## config.mk

```make
export PLATFORM = sky130hd
export DESIGN_NAME = fetch_unit
export DESIGN_NICKNAME = d
export VERILOG_FILES = /design/src/rtl/fetch_unit.sv
export SDC_FILE = /design/constraint.sdc
export NUM_CORES = 1
export LEC_CHECK = 0
export CELL_PAD_IN_SITES_DETAIL_PLACEMENT = 2
export CELL_PAD_IN_SITES_GLOBAL_PLACEMENT = 2
export CORE_UTILIZATION = 42
export DETAILED_ROUTE_END_ITERATION = 7
export DONT_BUFFER_PORTS = 1
export GPL_TIMING_DRIVEN = 0
export PLACE_DENSITY_LB_ADDON = 0.1
export SLEW_MARGIN = 20
export SYNTH_ARGS = -nofsm -noshare
export SYNTH_HDL_FRONTEND = slang
export SYNTH_SLANG_ARGS = --single-unit
```

## constraint.sdc

```tcl
create_clock -name clk -period 3.2 [get_ports clk]
set_input_delay 0.48 -clock clk [delete_from_list [all_inputs] [get_ports clk]]
set_output_delay 0.48 -clock clk [all_outputs]
set_load 0.01 [all_outputs]
```

## src/rtl/fetch_unit.sv

```systemverilog
// fetch_unit
//   Instruction fetch front end. It issues one instruction-memory read at a
//   time, then holds the returned word for the control decoder until that
//   decoder takes it. Jump and taken-branch redirects can arrive at any time.
//   A read that is already in flight when a redirect arrives is discarded
//   when its acknowledge returns.
//
// Ports
//   clk            : system clock, rising edge
//   reset_n        : asynchronous active-low reset
//   imem_req       : instruction-memory read request
//   imem_addr      : word-aligned read address (the PC register)
//   imem_ack       : imem_rdata valid (may coincide with imem_req)
//   imem_rdata     : instruction word from memory
//   ins            : instruction presented downstream
//   ins_valid      : ins / ins_pc valid
//   ins_ready      : downstream accepts ins this cycle
//   ins_pc         : address of ins
//   jump           : redirect request to jump_target (has priority)
//   jump_target    : jump destination
//   branch_taken   : redirect request to branch_target
//   branch_target  : branch destination
//   misalign       : one-cycle pulse, applied redirect target had bits[1:0]!=0
//   fetch_count    : number of handoffs (ins_valid & ins_ready), wrapping
//
// State | meaning
// ------+-----------------------------------------------
// REQ   | imem_req=1, waiting for imem_ack at PC
// HOLD  | ins_valid=1, waiting for ins_ready

module fetch_unit #(
  parameter logic [31:0] RESET_PC = 32'h0000_0000
) (
  input  logic        clk,
  input  logic        reset_n,
  output logic        imem_req,
  output logic [31:0] imem_addr,
  input  logic        imem_ack,
  input  logic [31:0] imem_rdata,
  output logic [31:0] ins,
  output logic        ins_valid,
  input  logic        ins_ready,
  output logic [31:0] ins_pc,
  input  logic        jump,
  input  logic [31:0] jump_target,
  input  logic        branch_taken,
  input  logic [31:0] branch_target,
  output logic        misalign,
  output logic [31:0] fetch_count
);

  typedef enum logic {
    ST_REQ  = 1'b0,
    ST_HOLD = 1'b1
  } state_e;

  state_e      state_q, state_d;
  logic [31:0] pc_q, pc_d;
  logic [31:0] ins_q, ins_d;
  logic [31:0] ins_pc_q, ins_pc_d;
  logic        kill_q, kill_d;
  logic [31:0] kill_tgt_q, kill_tgt_d;
  logic [31:0] count_q, count_d;
  logic        misalign_q, misalign_d;

  logic        redir;
  logic [31:0] tgt_raw;
  logic [31:0] tgt;

  assign redir   = jump | branch_taken;
  assign tgt_raw = jump ? jump_target : branch_target;
  assign tgt     = {tgt_raw[31:2], 2'b00};

  // State register
  always_ff @(posedge clk or negedge reset_n) begin
    if (!reset_n) begin
      state_q    <= ST_REQ;
      pc_q       <= RESET_PC;
      ins_q      <= '0;
      ins_pc_q   <= '0;
      kill_q     <= 1'b0;
      kill_tgt_q <= '0;
      count_q    <= '0;
      misalign_q <= 1'b0;
    end else begin
      state_q    <= state_d;
      pc_q       <= pc_d;
      ins_q      <= ins_d;
      ins_pc_q   <= ins_pc_d;
      kill_q     <= kill_d;
      kill_tgt_q <= kill_tgt_d;
      count_q    <= count_d;
      misalign_q <= misalign_d;
    end
  end

  // Next-state and datapath
  always_comb begin
    state_d    = state_q;
    pc_d       = pc_q;
    ins_d      = ins_q;
    ins_pc_d   = ins_pc_q;
    kill_d     = kill_q;
    kill_tgt_d = kill_tgt_q;
    count_d    = count_q;
    misalign_d = 1'b0;

    unique case (state_q)
      ST_REQ: begin
        if (imem_ack) begin
          if (redir) begin
            // Fresh redirect beats both the returning data and any
            // previously latched kill target.
            pc_d       = tgt;
            kill_d     = 1'b0;
            misalign_d = |tgt_raw[1:0];
          end else if (kill_q) begin
            pc_d   = kill_tgt_q;
            kill_d = 1'b0;
          end else begin
            ins_d    = imem_rdata;
            ins_pc_d = pc_q;
            state_d  = ST_HOLD;
          end
        end else if (redir) begin
          // Read in flight: keep the address stable, remember where to go.
          kill_d     = 1'b1;
          kill_tgt_d = tgt;
          misalign_d = |tgt_raw[1:0];
        end
      end

      ST_HOLD: begin
        if (ins_ready) begin
          count_d = count_q + 32'd1;
        end
        if (redir) begin
          pc_d       = tgt;
          state_d    = ST_REQ;
          misalign_d = |tgt_raw[1:0];
        end else if (ins_ready) begin
          pc_d    = ins_pc_q + 32'd4;
          state_d = ST_REQ;
        end
      end

      default: state_d = ST_REQ;
    endcase
  end

  // Outputs
  always_comb begin
    imem_req    = (state_q == ST_REQ);
    imem_addr   = pc_q;
    ins_valid   = (state_q == ST_HOLD);
    ins         = ins_q;
    ins_pc      = ins_pc_q;
    misalign    = misalign_q;
    fetch_count = count_q;
  end

endmodule

```

==> out/results.tsv, run 1 <==
metric	value	unit
CTS tree	built	
# IOs	233	
Leak Pwr	3.508	nW
DR vias	6065	
later-pin clock latency in the skew report	0.43	ns
Fin. Hold Viols	161	
max incr delay on CP	0.66	ns
Comb pwr share	14.1	%
Initial Utilization	42.78	%
Final ANT Viol Nets	0	
CP Capture Type	register	
Syn Std Cell Area	7659	um^2
Async S/R FF share, synth	100.0	%
Final nets	857	
#FFs+latches synth	161	
f_max	378.0	MHz
die height	137.0	um
antenna cell count	0	
Internal	0.003968	W
cells after synthesis	734	
Final setup viols	0	
Worst Setup Start Kind	register	
ranking of synthesized cells by area	dfrtp_1, mux2_2, xnor2_1	
Final HPWL DP	18840	um
Final Max Slew Viols	0	
final cell count without fillers	994	
status	finished, violations left	
hold crit path type	in2async	
first-pass GRT wire length	39100	um
TNS Setup	0	ns
IO buf count	0	
Clock Power Share	33.7	%
GR Overflow Total	0	
core area	17900	um^2
Setup CP Type	reg2reg	
total wire length	25850	um
Resized Gates After CTS	0	
Routability Congestion	0.8474	
Syn. warnings	0	
vias in the first global route	6829	
Net Sw Frac	33.33	%
Max VDD drop	390.1	uV
CTS buffer count	17	
synthesis-to-layout area growth	11.21	%
Synth top area share	52.61	%
width of the die	137.0	um
Worst EP required	3.51	ns
Power Density	698.8	nW/um^2
fillers	1866	
maxcap violations	0	
area of placed instances	7945	um^2
Worst EP arrival	2.95	ns
Worst Max-Slew Pin Slew	0.8610	ns
max_slew headroom	42.12	%
Fin Clk Skew	0.01034	ns
row cnt	49	
Tmin final	2.646	ns
net switching power	0.001983	W
H-tree depth	4	
leading cell type in the layout, fill and taps excluded	dfrtp_1	
Via-to-Cell Ratio	6.102	
GR Util All Layers	28.23	%
drt pass-1 iters	6	
CTS root buf	clkbuf_16	
WL/cell	26.01	um
clock buffer depth	2	
initial DRC count	236	
Setup Fix Bufs, Post-CTS	0	
post-synthesis sequential area ratio	52.61	%
failing checks	negative hold slack	
syn avg cell area	10.43	um^2
RSZ-0062 raised after global routing	no	
CP max FO	10	
Yosys cell types	43	
DRC errors left	0	
Sequential Power Share	52.2	%
Min Hold Slack	-0.2524	ns
most frequent cells in the layout	dfrtp_1, nand2_1, mux2_2, nor2_1, o21ai_0	
Synth Net Count	838	
Most common cell on crit path	buf_2	
ys flop type	dfrtp_1	
cell area after layout	8517	um^2
count of flip-flops with a built-in enable after synthesis	0	
period utilization	82.68	%
initial antenna violation count	0	
Cell Chain, Critical Path	inv_1, nand2_1, nor4_2, buf_2, buf_2, mux2_1	
DIE AREA	18780	um^2
clock sinks	161	
slowest CP cell	nor4_2	
share of layout cells above drive strength 1	15.29	%
leading area contributor after synthesis	dfrtp_1	
Reg clk slew, reported paths	0.06	ns
placed cell count	963	
largest net degree at the start of global routing	162	
==> metal layers <==
metal / global-route usage, % / wire [um] / part of all wire (%)
met1: 32.56 / 10060 / 39
met2: 50.53 / 13650 / 53
met3: 7.333 / 1592 / 6.2
met4: 9.219 / 545 / 2.1
met5: 0 / 0 / 0
==> stage by stage <==
| step | utilization (%) | worst slack (ns) | total power, W |
|---|---|---|---|
| finish | 47.57 | 0.5542 | 0.005951 |
| global route | 47.57 | 0.4392 | 0.006224 |
| CTS | 47.57 | 0.4964 | 0.006005 |
| detailed placement | 44.38 | 0.5410 | 0.003964 |
| global placement | 44.38 | 0.5245 | 0.003863 |
| floorplan | - | 1.305 | 0.003556 |
==> final timing paths <==
| path | end | cells past startpoint | slack [ns] | from |
|---|---|---|---|---|
| worst max-delay path | ins[19] | 6 | 0.55 | ins_valid |
| worst min-delay path | fetch_count[7] | 0 | -0.25 | reset_n |
| worst max register to register | ins[19] | 6 | 0.55 | ins_valid |
| worst min register to register | kill_tgt_q[21] | 2 | 0.54 | kill_tgt_q[21] |
| max in group asynchronous | kill_tgt_q[27] | 0 | 3.13 | reset_n |
| min in group clk | ins_valid | 1 | 0.16 | ins_ready |
==> cells by family after synthesis <==
kind of cell,count (synthesis),share of synthesized area (%)
AO/OA/AOI/OAI,165,12.73
multiplexers,75,10.80
flip-flops,161,52.61
buffers and inverters,47,2.630
adder cells (fa/ha/maj),2,0.3267
XOR/XNOR,50,5.718
AND/OR/NAND/NOR,234,15.19
==> worst max-delay path, delay by kind of cell (launching register included) <==
kind / cells / cell delay, ns
buffers and inverters: 3 / 0.91
DFF: 1 / 0.48
muxes: 1 / 0.35
and+or+nand+nor: 2 / 0.78
==> cells in the mapped netlist (13+ instances only) <==
library cell and n:
nand2b_1 21, xnor2_1 34, a31oi_1 29, mux2_2 60, dfrtp_1 161, xor2_1 16
nand3_1 26, a21oi_1 28, nand4_1 14, buf_2 14, a22oi_1 13, o22ai_1 14
mux2i_1 14, o21ai_0 52, nand2_1 69, o211ai_1 13, clkbuf_1 21, nor2_1 58
==> sequential cells by signal (all words and copies together), names as in the netlist <==
name	cells
ins	32
ins_pc	32
ins_valid	1
misalign	1
kill_tgt_q	30
imem_addr	32
kill_q	1
fetch_count	32
==> power by group through the flow <==
| stage | logic (W) | registers (W) | clock network [W] |
|---|---|---|---|
| 2_1_floorplan | 0.000636 | 0.00292 | 0 |
| 3_3_place_gp | 0.000768 | 0.00310 | 0 |
| 3_5_place_dp | 0.000830 | 0.00313 | 0 |
| 4_1_cts | 0.000854 | 0.00311 | 0.00204 |
| 5_1_grt | 0.000931 | 0.00317 | 0.00212 |
| 6_report | 0.000840 | 0.00311 | 0.00200 |
==> area by class of cell <==
type | instances | area (um^2) | area share, %
multi-input combinational | 526 | 3428 | 40.25
tap | 229 | 286.5 | 3.364
clock inverter | 10 | 101.3 | 1.190
inverter | 7 | 26.28 | 0.3085
clock buffer | 21 | 470.5 | 5.524
buffer | 40 | 175.2 | 2.057
sequential | 161 | 4029 | 47.30
Note: power is estimated with default switching activity, not from simulation.
==> run 2: changes to the inputs <==
Settings changed: CORE_UTILIZATION 42 to 39.
Clock period 3.2 ns to 2.5 ns, I/O delays scaled along.
==> run 2 against run 1 <==
- the flow still finishes with violations (negative hold slack)
- clock power is 32% higher
- combinational power grew 26%
- sequential power is 28% higher
- first-iteration DRC count rose by 15%
- largest power group unchanged
- via count is 0.99% lower
- setup slack worse by 0.43 ns
- total power grew 29%
==> out/results.tsv, run 2 (synthesis results as in run 1) <==
metric	value	unit
CP max FO	10	
Net Sw Frac	33.15	%
drt pass-1 iters	4	
synthesis-to-layout area growth	12.43	%
Worst Setup Start Kind	register	
leading cell type in the layout, fill and taps excluded	dfrtp_1	
Min Hold Slack	-0.3677	ns
total wire length	25670	um
Tmin final	2.375	ns
period utilization	95.00	%
initial DRC count	271	
f_max	421.1	MHz
antenna cell count	0	
CTS root buf	clkbuf_16	
initial antenna violation count	0	
max incr delay on CP	0.49	ns
Internal	0.005136	W
max_slew headroom	44.64	%
hold crit path type	in2async	
slowest CP cell	dfrtp_1	
Sequential Power Share	51.7	%
core area	18960	um^2
Worst EP arrival	2.69	ns
clock sinks	161	
vias in the first global route	6848	
# IOs	233	
RSZ-0062 raised after global routing	no	
Reg clk slew, reported paths	0.07	ns
Max VDD drop	503.1	uV
CTS buffer count	17	
Via-to-Cell Ratio	5.841	
GR Overflow Total	0	
Reg2Reg Setup Slack	0.13	ns
Final ANT Viol Nets	0	
largest net degree at the start of global routing	162	
most frequent cells in the layout	dfrtp_1, nand2_1, mux2_2, nor2_1, o21ai_0	
Initial Utilization	40.40	%
row cnt	50	
Power Density	892.3	nW/um^2
clock buffer depth	2	
maxcap violations	0	
width of the die	142.1	um
Final setup viols	0	
Worst EP required	2.81	ns
worst r2r path cells	7	
DR vias	6005	
failing checks	negative hold slack	
Fin. Hold Viols	161	
Design Power	0.007683	W
H-tree depth	4	
Final HPWL DP	19210	um
Leak Pwr	3.546	nW
Final nets	859	
CP Capture Type	register	
Routability Congestion	0.8516	
GR Util All Layers	26.29	%
Final Max Slew Viols	0	
share of layout cells above drive strength 1	16.15	%
WL/cell	24.97	um
Fin Clk Skew	0.009491	ns
later-pin clock latency in the skew report	0.43	ns
CTS tree	built	
DIE AREA	20200	um^2
Setup CP Type	reg2reg	
Clock Power Share	34.6	%
net switching power	0.002547	W
IO buf count	0	
status	finished, violations left	
Comb pwr share	13.7	%
Cell Chain, Critical Path	inv_1, nand2_1, nor4_4, buf_4, buf_2, clkbuf_4, mux2_1	
fin util	45.43	%
die height	142.1	um
DRC errors left	0	
Worst Max-Slew Pin Slew	0.8228	ns
first-pass GRT wire length	39790	um
-- run 2: changes by cell type in the layout (fill, tap and decap cells not counted), moves of 2 or more --
cell,delta
clkbuf_2,+2
inv_6,+3
clkbuf_1,-3
clkbuf_8,-2
buf_4,+2
clkinv_2,+2
clkinvlp_4,-2
-- run 2: critical path: cells and delay by family (launching register included) --
family	cells	cell delay, ns
flip-flops	1	0.49
multiplexers	1	0.33
AND/OR/NAND/NOR	2	0.44
buffers and inverters	4	0.99
-- run 2: power by group through the flow --
stage | Sequential, W | Clock, W | Combinational, W
2_1_floorplan | 0.00374 | 0 | 0.000814
3_3_place_gp | 0.00397 | 0 | 0.000990
3_5_place_dp | 0.00403 | 0 | 0.00106
4_1_cts | 0.00399 | 0.00271 | 0.00107
5_1_grt | 0.00407 | 0.00280 | 0.00118
6_report | 0.00397 | 0.00265 | 0.00106
-- run 2: worst paths after layout --
kind | from | to
worst max-delay path | ins_valid | ins[19]
worst min-delay path | reset_n | fetch_count[2]
worst max register to register | ins_valid | ins[19]
worst min register to register | kill_tgt_q[18] | kill_tgt_q[18]
max in group asynchronous | reset_n | ins_pc[23]
min in group clk | ins_ready | ins_valid
-- run 2: what timing repair did --
action                                  in CTS  in global routing
endpoints found under the setup margin      34                  9
endpoints found under the hold margin      161                161
gates cloned                                 0                  0
pin swaps                                    0                  1
resized for setup                            2                  5
setup buffers                                0                  2
-- run 2: per-layer routing --
metal	up-vias	global-route usage (%)	part of all wire [%]
li1	2667	-	-
met1	3145	29.63	38
met2	159	47.65	54
met3	34	7.369	6.1
met4	0	8.489	1.9
met5	-	0	0
-- run 2: final cells by class --
cell class                      count  area (um^2)
Buffer                             40        180.2
Clock buffer                       18        439.2
Clock inverter                     14        152.6
Fill cell                        2006        10340
Inverter                            7        26.28
Multi-Input combinational cell    526         3443
Sequential cell                   161         4029
Tap cell                          260        325.3
Timing Repair Buffer                2        15.01
-- run 2: through the flow --
step | std cells | worst slack [ns] | setup TNS [ns] | instance area (um^2) | hold WS [ns]
2_1_floorplan | 734 | 0.6433 | 0 | 7659 | 0.07941
3_3_place_gp | 994 | -0.2506 | -0.4107 | 7984 | 0.08451
3_5_place_dp | 994 | -0.2510 | -0.6907 | 7984 | 0.08393
4_1_cts | 1026 | -0.02726 | -0.02726 | 8591 | -0.3795
5_1_grt | 1028 | 0.002233 | 0 | 8611 | -0.3859
6_report | 1028 | 0.1250 | 0 | 8611 | -0.3677
==> run 3: changes to the inputs <==
Settings changed: CORE_MARGIN set to 3.
==> run 3 against run 2 <==
- the run still ends with negative hold slack left
- largest cell class unchanged
- utilization decreased by 0.070 points
- sequential share of layout area fell by 0.081 points
- worst hold slack gained 0.0026 ns
==> out/results.tsv, run 3 (synthesis results as in run 1) <==
metric	value	unit
# IOs	233	
net switching power	0.002552	W
row cnt	50	
Final ANT Viol Nets	0	
drt pass-1 iters	5	
GR Util All Layers	25.12	%
Routability Congestion	0.8291	
antenna cell count	0	
H-tree depth	4	
fin util	45.36	%
CP max FO	10	
IO buf count	0	
Via-to-Cell Ratio	5.878	
Comb pwr share	13.9	%
CTS tree	built	
RSZ-0062 raised after global routing	no	
CP Capture Type	register	
Clock Power Share	34.4	%
Final setup viols	0	
first-pass GRT wire length	41640	um
max_slew headroom	45.24	%
largest net degree at the start of global routing	162	
Internal	0.005136	W
Leak Pwr	3.559	nW
area of placed instances	7984	um^2
CTS root buf	clkbuf_16	
Final Max Slew Viols	0	
DRC errors left	0	
initial DRC count	316	
Fin. Hold Viols	161	
Fin Clk Skew	0.01275	ns
share of layout cells above drive strength 1	16.38	%
Net Sw Frac	33.19	%
Design Power	0.007688	W
initial antenna violation count	0	
synthesis-to-layout area growth	12.63	%
later-pin clock latency in the skew report	0.44	ns
WL/cell	25.86	um
Power Density	891.2	nW/um^2
Worst Setup Start Kind	register	
core area	19020	um^2
vias in the first global route	7024	
clock buffer depth	2	
f_max	428.2	MHz
failing checks	negative hold slack	
Final HPWL DP	19620	um
Initial Utilization	40.27	%
Reg clk slew, reported paths	0.07	ns
Min Hold Slack	-0.3650	ns
DR vias	6048	
TNS Setup	0	ns
most frequent cells in the layout	dfrtp_1, nand2_1, mux2_2, nor2_1, o21ai_0	
Max VDD drop	450.0	uV
Worst EP arrival	2.69	ns
DIE AREA	21360	um^2
GR Overflow Total	0	
width of the die	146.1	um
CTS buffer count	17	
Sequential Power Share	51.7	%
die height	146.1	um
Worst EP required	2.86	ns
Tmin final	2.335	ns
Setup CP Type	reg2reg	
hold crit path type	in2async	
total wire length	26610	um
period utilization	93.41	%
Final nets	860	
cell area after layout	8626	um^2
status	finished, violations left	
Worst Max-Slew Pin Slew	0.8139	ns
maxcap violations	0	
leading cell type in the layout, fill and taps excluded	dfrtp_1	
clock sinks	161	
[run 3: cell types whose count changed in the layout (fill, tap and decap cells not counted), sizes merged]
cell	before	now
inv	12	13
clkinv	6	4
clkinvlp	1	2
buf	20	21
[run 3: what timing repair did]
action,CTS,global route
gates resized for setup,3,5
pin swaps,1,0
setup endpoints to repair,68,7
gates cloned,0,0
hold endpoints to repair,161,161
buffers inserted,3,0
[run 3: worst paths after layout]
| check | start | to | cells after the start | slack, ns |
|---|---|---|---|---|
| worst max-delay path | ins_valid | imem_addr[22] | 7 | 0.16 |
| worst min register to register | kill_tgt_q[26] | kill_tgt_q[26] | 2 | 0.54 |
| min in group clk | ins_ready | ins_valid | 1 | 0.04 |
| max in group asynchronous | reset_n | imem_addr[1] | 0 | 2.62 |
| worst min-delay path | reset_n | kill_tgt_q[6] | 0 | -0.37 |
| worst max register to register | ins_valid | imem_addr[22] | 7 | 0.16 |
[run 3: area by class of cell]
| class | instances | area (um^2) |
|---|---|---|
| clock buffers | 18 | 439.2 |
| inverters | 7 | 26.28 |
| repair buffers | 3 | 22.52 |
| clock inverters | 14 | 151.4 |
| multi-input cells | 526 | 3452 |
| plain buffers | 40 | 180.2 |
| flip-flops and latches | 161 | 4029 |
| well taps | 260 | 325.3 |
| fillers | 2014 | 10390 |
[run 3: per-stage QoR]
step	setup WS [ns]	instances
after floorplan	0.6433	734
after global placement	-0.2455	994
after detailed placement	-0.3123	994
after CTS	0.06013	1029
after global routing	0.02972	1029
final	0.1648	1029
[run 3: layer usage]
layer	global-route usage, %	share of wire [%]
met2	45.31	54
met1	28.26	37
met5	0	0
met3	8.318	7.0
met4	7.385	2.3
[run 3: power groups by stage]
stage / registers, W / logic, W / clock network, W
3_5_place_dp: 0.00404 / 0.00106 / 0
4_1_cts: 0.00399 / 0.00108 / 0.00270
5_1_grt: 0.00408 / 0.00121 / 0.00284
3_3_place_gp: 0.00399 / 0.000984 / 0
2_1_floorplan: 0.00374 / 0.000814 / 0
6_report: 0.00398 / 0.00107 / 0.00264
[run 3: critical path, cell delays in order (launching register included)]
cell and delay, ns:
dfrtp_1 0.50, buf_2 0.26, nor2_1 0.40, clkbuf_2 0.36
a22oi_1 0.12, o211ai_1 0.35, o21ai_0 0.17, o21ai_1 0.10
